===== config.mk =====
export PLATFORM = sky130hd
export DESIGN_NAME = rr_grant_encoder
export DESIGN_NICKNAME = d
export VERILOG_FILES = /design/src/rtl/rr_grant_encoder.sv
export SDC_FILE = /design/constraint.sdc
export NUM_CORES = 1
export LEC_CHECK = 0
export ABC_AREA = 1
export CORE_MARGIN = 1.5
export CORE_UTILIZATION = 53
export DETAILED_ROUTE_END_ITERATION = 7
export PLACE_DENSITY = 0.81
export RECOVER_POWER = 50
export SLEW_MARGIN = 20
export SYNTH_ARGS = -nofsm -noshare
export SYNTH_HDL_FRONTEND = slang
export SYNTH_SLANG_ARGS = --single-unit

===== constraint.sdc =====
create_clock -name clk -period 3.2 [get_ports clk]
set_input_delay 0.8 -clock clk [delete_from_list [all_inputs] [get_ports clk]]
set_output_delay 0.8 -clock clk [all_outputs]
set_load 0.01 [all_outputs]

===== src/rtl/rr_grant_encoder.sv =====
// N-channel request arbiter (fixed priority or round-robin) holding one grant
// until release, presented as registered one-hot vector and binary index.
module rr_grant_encoder #(
  parameter int N     = 4,
  parameter int MODE  = 1,
  localparam int IDX_W = $clog2(N)
) (
  input  logic             clk,
  input  logic             rst,
  input  logic             en,
  input  logic [N-1:0]     req,
  input  logic             done,
  output logic [N-1:0]     gnt,
  output logic [IDX_W-1:0] gnt_idx,
  output logic             gnt_valid,
  output logic             error
);

  typedef enum logic {IDLE = 1'b0, GRANT = 1'b1} state_t;

  state_t           state_q, state_d;
  logic [IDX_W-1:0] ptr_q, ptr_d;
  logic [N-1:0]     gnt_q, gnt_d;
  logic [IDX_W-1:0] gnt_idx_q, gnt_idx_d;
  logic             gnt_valid_q, gnt_valid_d;
  logic             error_q, error_d;

  logic [N-1:0]     arb_vec;
  logic [IDX_W:0]   arb_res;
  logic             arb_found;
  logic [IDX_W-1:0] arb_idx;
  logic             release_req;

  // Circular search starting at start; MSB of result flags a hit.
  function automatic logic [IDX_W:0] pick(input logic [N-1:0] vec,
                                          input logic [IDX_W-1:0] start);
    logic             found;
    logic [IDX_W-1:0] idx;
    int               c;
    found = 1'b0;
    idx   = '0;
    for (int k = 0; k < N; k++) begin
      c = (int'(start) + k) % N;
      if (!found && vec[c[IDX_W-1:0]]) begin
        found = 1'b1;
        idx   = c[IDX_W-1:0];
      end
    end
    return {found, idx};
  endfunction

  function automatic logic [IDX_W-1:0] next_ptr(input logic [IDX_W-1:0] w);
    int t;
    t = int'(w) + 1;
    if (t >= N) t = 0;
    return t[IDX_W-1:0];
  endfunction

  // Idle arbitrates the raw request; a releasing grant arbitrates without itself.
  assign arb_vec     = (state_q == GRANT) ? (req & ~gnt_q) : req;
  assign arb_res     = pick(arb_vec, ptr_q);
  assign arb_found   = arb_res[IDX_W];
  assign arb_idx     = arb_res[IDX_W-1:0];
  assign release_req = done || !req[gnt_idx_q];

  always_comb begin
    state_d     = state_q;
    ptr_d       = ptr_q;
    gnt_d       = gnt_q;
    gnt_idx_d   = gnt_idx_q;
    gnt_valid_d = gnt_valid_q;
    error_d     = 1'b0;
    unique case (state_q)
      IDLE: begin
        error_d = done;
        if (en && arb_found) begin
          state_d          = GRANT;
          gnt_d            = '0;
          gnt_d[arb_idx]   = 1'b1;
          gnt_idx_d        = arb_idx;
          gnt_valid_d      = 1'b1;
          if (MODE != 0) ptr_d = next_ptr(arb_idx);
        end
      end
      GRANT: begin
        if (release_req) begin
          if (en && arb_found) begin
            gnt_d          = '0;
            gnt_d[arb_idx] = 1'b1;
            gnt_idx_d      = arb_idx;
            if (MODE != 0) ptr_d = next_ptr(arb_idx);
          end else begin
            state_d     = IDLE;
            gnt_d       = '0;
            gnt_idx_d   = '0;
            gnt_valid_d = 1'b0;
          end
        end
      end
      default: state_d = IDLE;
    endcase
  end

  always_ff @(posedge clk) begin
    if (rst) begin
      state_q     <= IDLE;
      ptr_q       <= '0;
      gnt_q       <= '0;
      gnt_idx_q   <= '0;
      gnt_valid_q <= 1'b0;
      error_q     <= 1'b0;
    end else begin
      state_q     <= state_d;
      ptr_q       <= ptr_d;
      gnt_q       <= gnt_d;
      gnt_idx_q   <= gnt_idx_d;
      gnt_valid_q <= gnt_valid_d;
      error_q     <= error_d;
    end
  end

  assign gnt       = gnt_q;
  assign gnt_idx   = gnt_idx_q;
  assign gnt_valid = gnt_valid_q;
  assign error     = error_q;

endmodule


* Word-level counts from Yosys, hierarchy flattened
Index checks and enable logic that the tools add are counted.
** Word-level totals
- Latch bits :: 0
- Memory bits (read-only) :: 0
- Flip-flop bits (word level) :: 11
- RAM bits :: 0
- Input port bits :: 8
- Output and inout port bits :: 8
- Memories kept :: 0
- Word-level logic and storage cells :: 77
** Cells by class
- Reduce and logical (&&, ||, !) cells :: 13
- Eq/ne operators :: 3
- Mux-type cells :: 40
- $add $sub $neg :: 4
- Shift-type cells :: 0
- Bitwise operators :: 3
- $lt $le $gt $ge :: 8
- Multipliers :: 0
- Div/mod/pow operators :: 0
** Operators with widths (number)
- $mux W2 :: 10
- $lt A2 B3 Y1 const B :: 6
- $mux W4 :: 4
- $mux W1 :: 15
- $bmux W1 S2 :: 5
- $pmux W2 S2 :: 2
- $pmux W4 S2 :: 1
- $logic_and A1 B1 Y1 :: 5
- $add A2 B2 Y2 const B :: 2
- $and A4 B4 Y4 :: 1
- $logic_not A1 Y1 :: 4
- $ne A2 B2 Y1 const B :: 2
- $not A4 Y4 :: 1
- $pmux W1 S2 :: 2
- $add A2 B1 Y3 const B :: 1
- $ge A3 B3 Y1 const B :: 1
- $reduce_and A3 Y1 :: 1
- $add A2 B1 Y2 const B :: 1
- $demux W1 S2 :: 1
- $ge A2 B1 Y1 const B :: 1
- $ne A2 B1 Y1 const B :: 1
- $reduce_and A2 Y1 :: 1
- $reduce_or A2 Y1 :: 1
- $logic_or A1 B1 Y1 :: 1
- $not A1 Y1 :: 1

* Logic depth before layout (Yosys ltp)
- Word-level depth :: 22
- Depth in mapped cells :: 15
- Mapped depth without buffers :: 14

* Worst setup path after synthesis
OpenSTA, ideal clock, no wires.
- Kind :: in2reg
- From :: input req[1]
- To :: register gnt_q[0], in the netlist gnt[0]
- Required time :: 3.068 ns
- Arrival :: 1.800 ns
- Setup slack :: 1.268 ns
- Library setup time :: 0.132 ns
- Buffers on the path :: 0
- Stages on the path :: 11
- Cell sequence :: nand3_1 -> nand2_2 -> o21ai_4 -> nand2_1 -> nand2_1 -> nand2_1 -> nor2_4 -> inv_1 -> ha_1 -> nand2_1 -> a21oi_1
** On the way
- Word-level cells in the longest chain between the ends :: 21
- Elaborated cells on any way between the ends :: 41
- Those cells by class :: 2 x order compare; 2 x eq/ne; 25 x mux; 1 x bitwise; 11 x reduce/logical
** Ends and longest elaborated chain
- from (decl) :: RTL line 11 : input logic [N-1:0] req,
- $and A4 B4 Y4 :: RTL line 60 : assign arb_vec = (state_q == GRANT) ? (req & ~gnt_q) : req;
- $mux W4 :: RTL line 60
- $bmux W1 S2 :: RTL line 44 : if (!found && vec[c[IDX_W-1:0]]) begin
- $mux W1 (implied by the code) :: RTL line 44
- $mux W1 :: RTL line 44
- $logic_not A1 Y1 :: RTL line 44
- $logic_and A1 B1 Y1 :: RTL line 44
- $mux W1 :: RTL line 44
- (+5 left out)
- $mux W2 :: RTL line 44
- $lt A2 B3 Y1 (implied by the code) / $ge A2 B1 Y1 (equally long branches) :: RTL line 79, 89
- $logic_and A1 B1 Y1 (implied by the code) :: RTL line 79, 89
- $mux W1 (implied by the code) :: RTL line 79, 89
- $demux W1 S2 :: RTL line 79, 89
- $mux W4 :: RTL line 87 : if (en && arb_found) begin
- $mux W4 :: RTL line 86 : if (release_req) begin
- $pmux W4 S2 :: RTL line 73 : unique case (state_q)
- to (signal assigned) :: RTL line 115 : gnt_q <= gnt_d;
- to (decl) :: RTL line 23 : logic [N-1:0] gnt_q, gnt_d;
Parallel ways exist; a longest one is shown, timed or not. The select of a mux whose other input is x is not followed.
A chain may end at the register's enable or synchronous reset.

* Final worst setup path
- From :: input req[2]
- To :: register gnt_q[2], in the netlist gnt[2]
Same word-level chain as after synthesis.

==> summary.txt <==
Setup path
  • Critical Path Source Type: input pin
  • CP delay by family, top: simple AND/OR/NAND/NOR gates
  • Critical Path AT: 2580 ps
  • Worst R2R End: gnt[2]
  • Worst r2r src: ptr_q[1]
  • Slowest stage cell, crit path: clkdlybuf4s50_1
  • Crit. End Element: register
  • Top cell by count, worst path: nand2_1
  • Worst Path Max Fanout: 4
  • Critical setup path kind: in2reg
  • Reg-to-reg setup timing slack: 1210 ps
  • CP Cell Sequence: clkdlybuf4s50_1 -> nand3_1 -> nand3_2 -> nand2_2 -> nand4_1 -> nand2_1 -> nor2_4 -> inv_1 -> ha_1 -> nand2_1 -> a21oi_1
  • CP peak stage delay: 520 ps
  • Reg2reg path depth: 12
  • CP Buf/Inv Count: 2
  • Worst endpoint required time: 3360 ps

Clocking
  • TritonCTS Sinks: 11
  • Clock Latency Late Sink: 280 ps
  • CTS tree: yes
  • Post-CTS sizing: 0
  • Clock H-tree levels: 1
  • CTS max path bufs: 2
  • CTS root buffer: clkbuf_4
  • Post-CTS Hold Fix Bufs: 0
  • Clock-pin slew on the worst setup and hold paths: 80 ps
  • TritonCTS Buffers: 3
  • Postcts setup bufs: 0

Flow run
  • Max_cap viols: 0

Timing
  • Tcrit/Tclk final: 75.52%
  • Clock Skew: 2.527 ps
  • Finish-stage setup viols: 0
  • F_max: 413.8 MHz
  • Fin Setup TNS: 0 ps
  • Max Slew Vio Count: 0
  • Hold Fails Final Rpt: 0
  • Max-slew headroom: 77.12%
  • RSZ-0062 raised after global routing: no
  • Min Tclk post-route: 2417 ps
  • Worst slew pin tran: 342.0 ps

Final layout
  • Area of the multi-input gates: 526.8 sq um
  • Commonest non-fill, non-tap cell in the layout: nand2_1
  • Nets: 147
  • Storage cell area: 220.2 sq um
  • Share of cells above drive strength 1: 17.91%
  • Ant. Diodes: 0
  • Final core utilization: 66.30%
  • Most frequent cells in the layout: nand2_1 (32), nand3_1 (19), dfxtp_1 (11), a21oi_1 (10), dlygate4sd3_1 (8)
  • Layout area overhead: 19.73%
  • Filler Cells Inserted: 146

Worst hold path
  • Worst hold start: gnt_valid
  • Worst hold endpoint: gnt_valid
  • Worst min path class: reg2reg
  • Hold Path Stages: 2

Routing
  • Antenna Nets Post-Route: 0
  • Via count: 824
  • DR DRC count: 0
  • Number of DRC markers in iteration 0: 12
  • Vias per cell: 5.493
  • Total Wirelength: 1986 um
  • Per-cell routed wire length: 13.24 um
  • DR pass1 iterations: 4

GRT
  • Pin count of the biggest net entering global routing: 10
  • First-pass GRT wire length: 3243 um
  • Gr usage total: 24.00%
  • Initial antenna violation count: 0
  • Grt ovf: 0
  • Vias in the first global route: 790

Place
  • Dpl hpwl: 1542 um
  • GP Congestion: 0.8381
  • Port buffer count: 15

Power
  • Max VDD drop: 522.4 uV
  • Cell Pwr Density: 1018 nW/um^2
  • Leak: 0.4569 nW

Floorplan
  • Die area: 1801 sq um
  • # rows: 14
  • Io pins: 16
  • Core footprint: 1489 sq um
  • Initial Utilization: 55.38%
  • Height of the die: 42.44 um
  • Die width: 42.44 um

Logic synthesis
  • Syn_nets: 130
  • Register area share after synthesis: 26.71%
  • Post-Syn Area: 824.5 sq um
  • Synth warnings: 0
  • Yosys cell types: 23
  • Synth Instances: 118
  • Syn Area/Cell: 6.988 sq um
  • Register bit total from synthesis: 11

Run status
  • Status: complete, no violations
flip-flops by register name, summed over array words and instances (netlist names):
register and count:
gnt_valid 1, ptr_q 2, state_q 1, gnt_idx 2, gnt 4, error 1
power breakdown:
group	total [mW]	leakage (nW)	switching (mW)	internal [mW]
Clock	0.103	0.0177	0.0563	0.0465
Combinational	0.651	0.349	0.404	0.248
Sequential	0.251	0.0905	0.0663	0.185
stage by stage:
step,total power [mW],worst slack (ps),std cells,cell area (sq um),hold slack (ps)
6_report,1.005,783.4,150,987.2,449.6
5_1_grt,1.088,667.2,150,987.2,468.8
4_1_cts,1.019,818.5,150,993.5,462.2
3_5_place_dp,0.9095,531.1,146,965.9,451.4
3_3_place_gp,0.8900,612.0,146,965.9,432.2
2_1_floorplan,0.7435,1268,118,824.5,464.8
cell type report:
class | count | area share, %
flip-flops and latches | 11 | 22.31
well taps | 16 | 2.028
repair buffers | 15 | 15.21
clock buffers | 3 | 2.281
multi-input cells | 94 | 53.36
inverters | 10 | 4.309
clock inverters | 1 | 0.5070
worst max-delay path by stage:
stage,startpoint,to,cells past startpoint
floorplan,req[1],gnt[0],11
finish,req[2],gnt[2],11
CTS,req[2],gnt[2],13
detailed placement,req[2],gnt[2],13
global route,req[2],gnt[0],11
global placement,req[2],gnt[2],13
tightest hold or removal path: cells and delay by family (launching register included):
family                 cells  cell delay [ps]
DFF                        1              310
buffers and inverters      1               40
AOI/OAI and AO/OA          1               50
cells by family after synthesis:
logic type	after synthesis	share of synthesized area, %
simple gates	74	46.74
flops	11	26.71
compound gates	16	11.84
buf+inv	13	8.648
fa+ha+maj	4	6.070
Yosys cell counts (all sizes together):
library cell	n	share of area [%]
a21oi	11	7.1
a22oi	1	0.91
buf	1	1.4
clkbuf	2	2.1
dfxtp	11	27
ha	4	6.1
inv	10	5.2
nand2	38	19
nand3	26	20
nand4	3	3.0
nor2	6	3.9
nor3	1	0.61
o21ai	4	3.8
per-layer routing:
metal  global-route usage [%]  vias to the layer above  wire [um]
li1                         -                      424          -
met1                    27.51                      371        881
met2                    41.23                       24        985
met3                    2.586                        5         84
met4                    16.25                        0         34
met5                        0                        -          0
(Power assumes the default switching activity.)
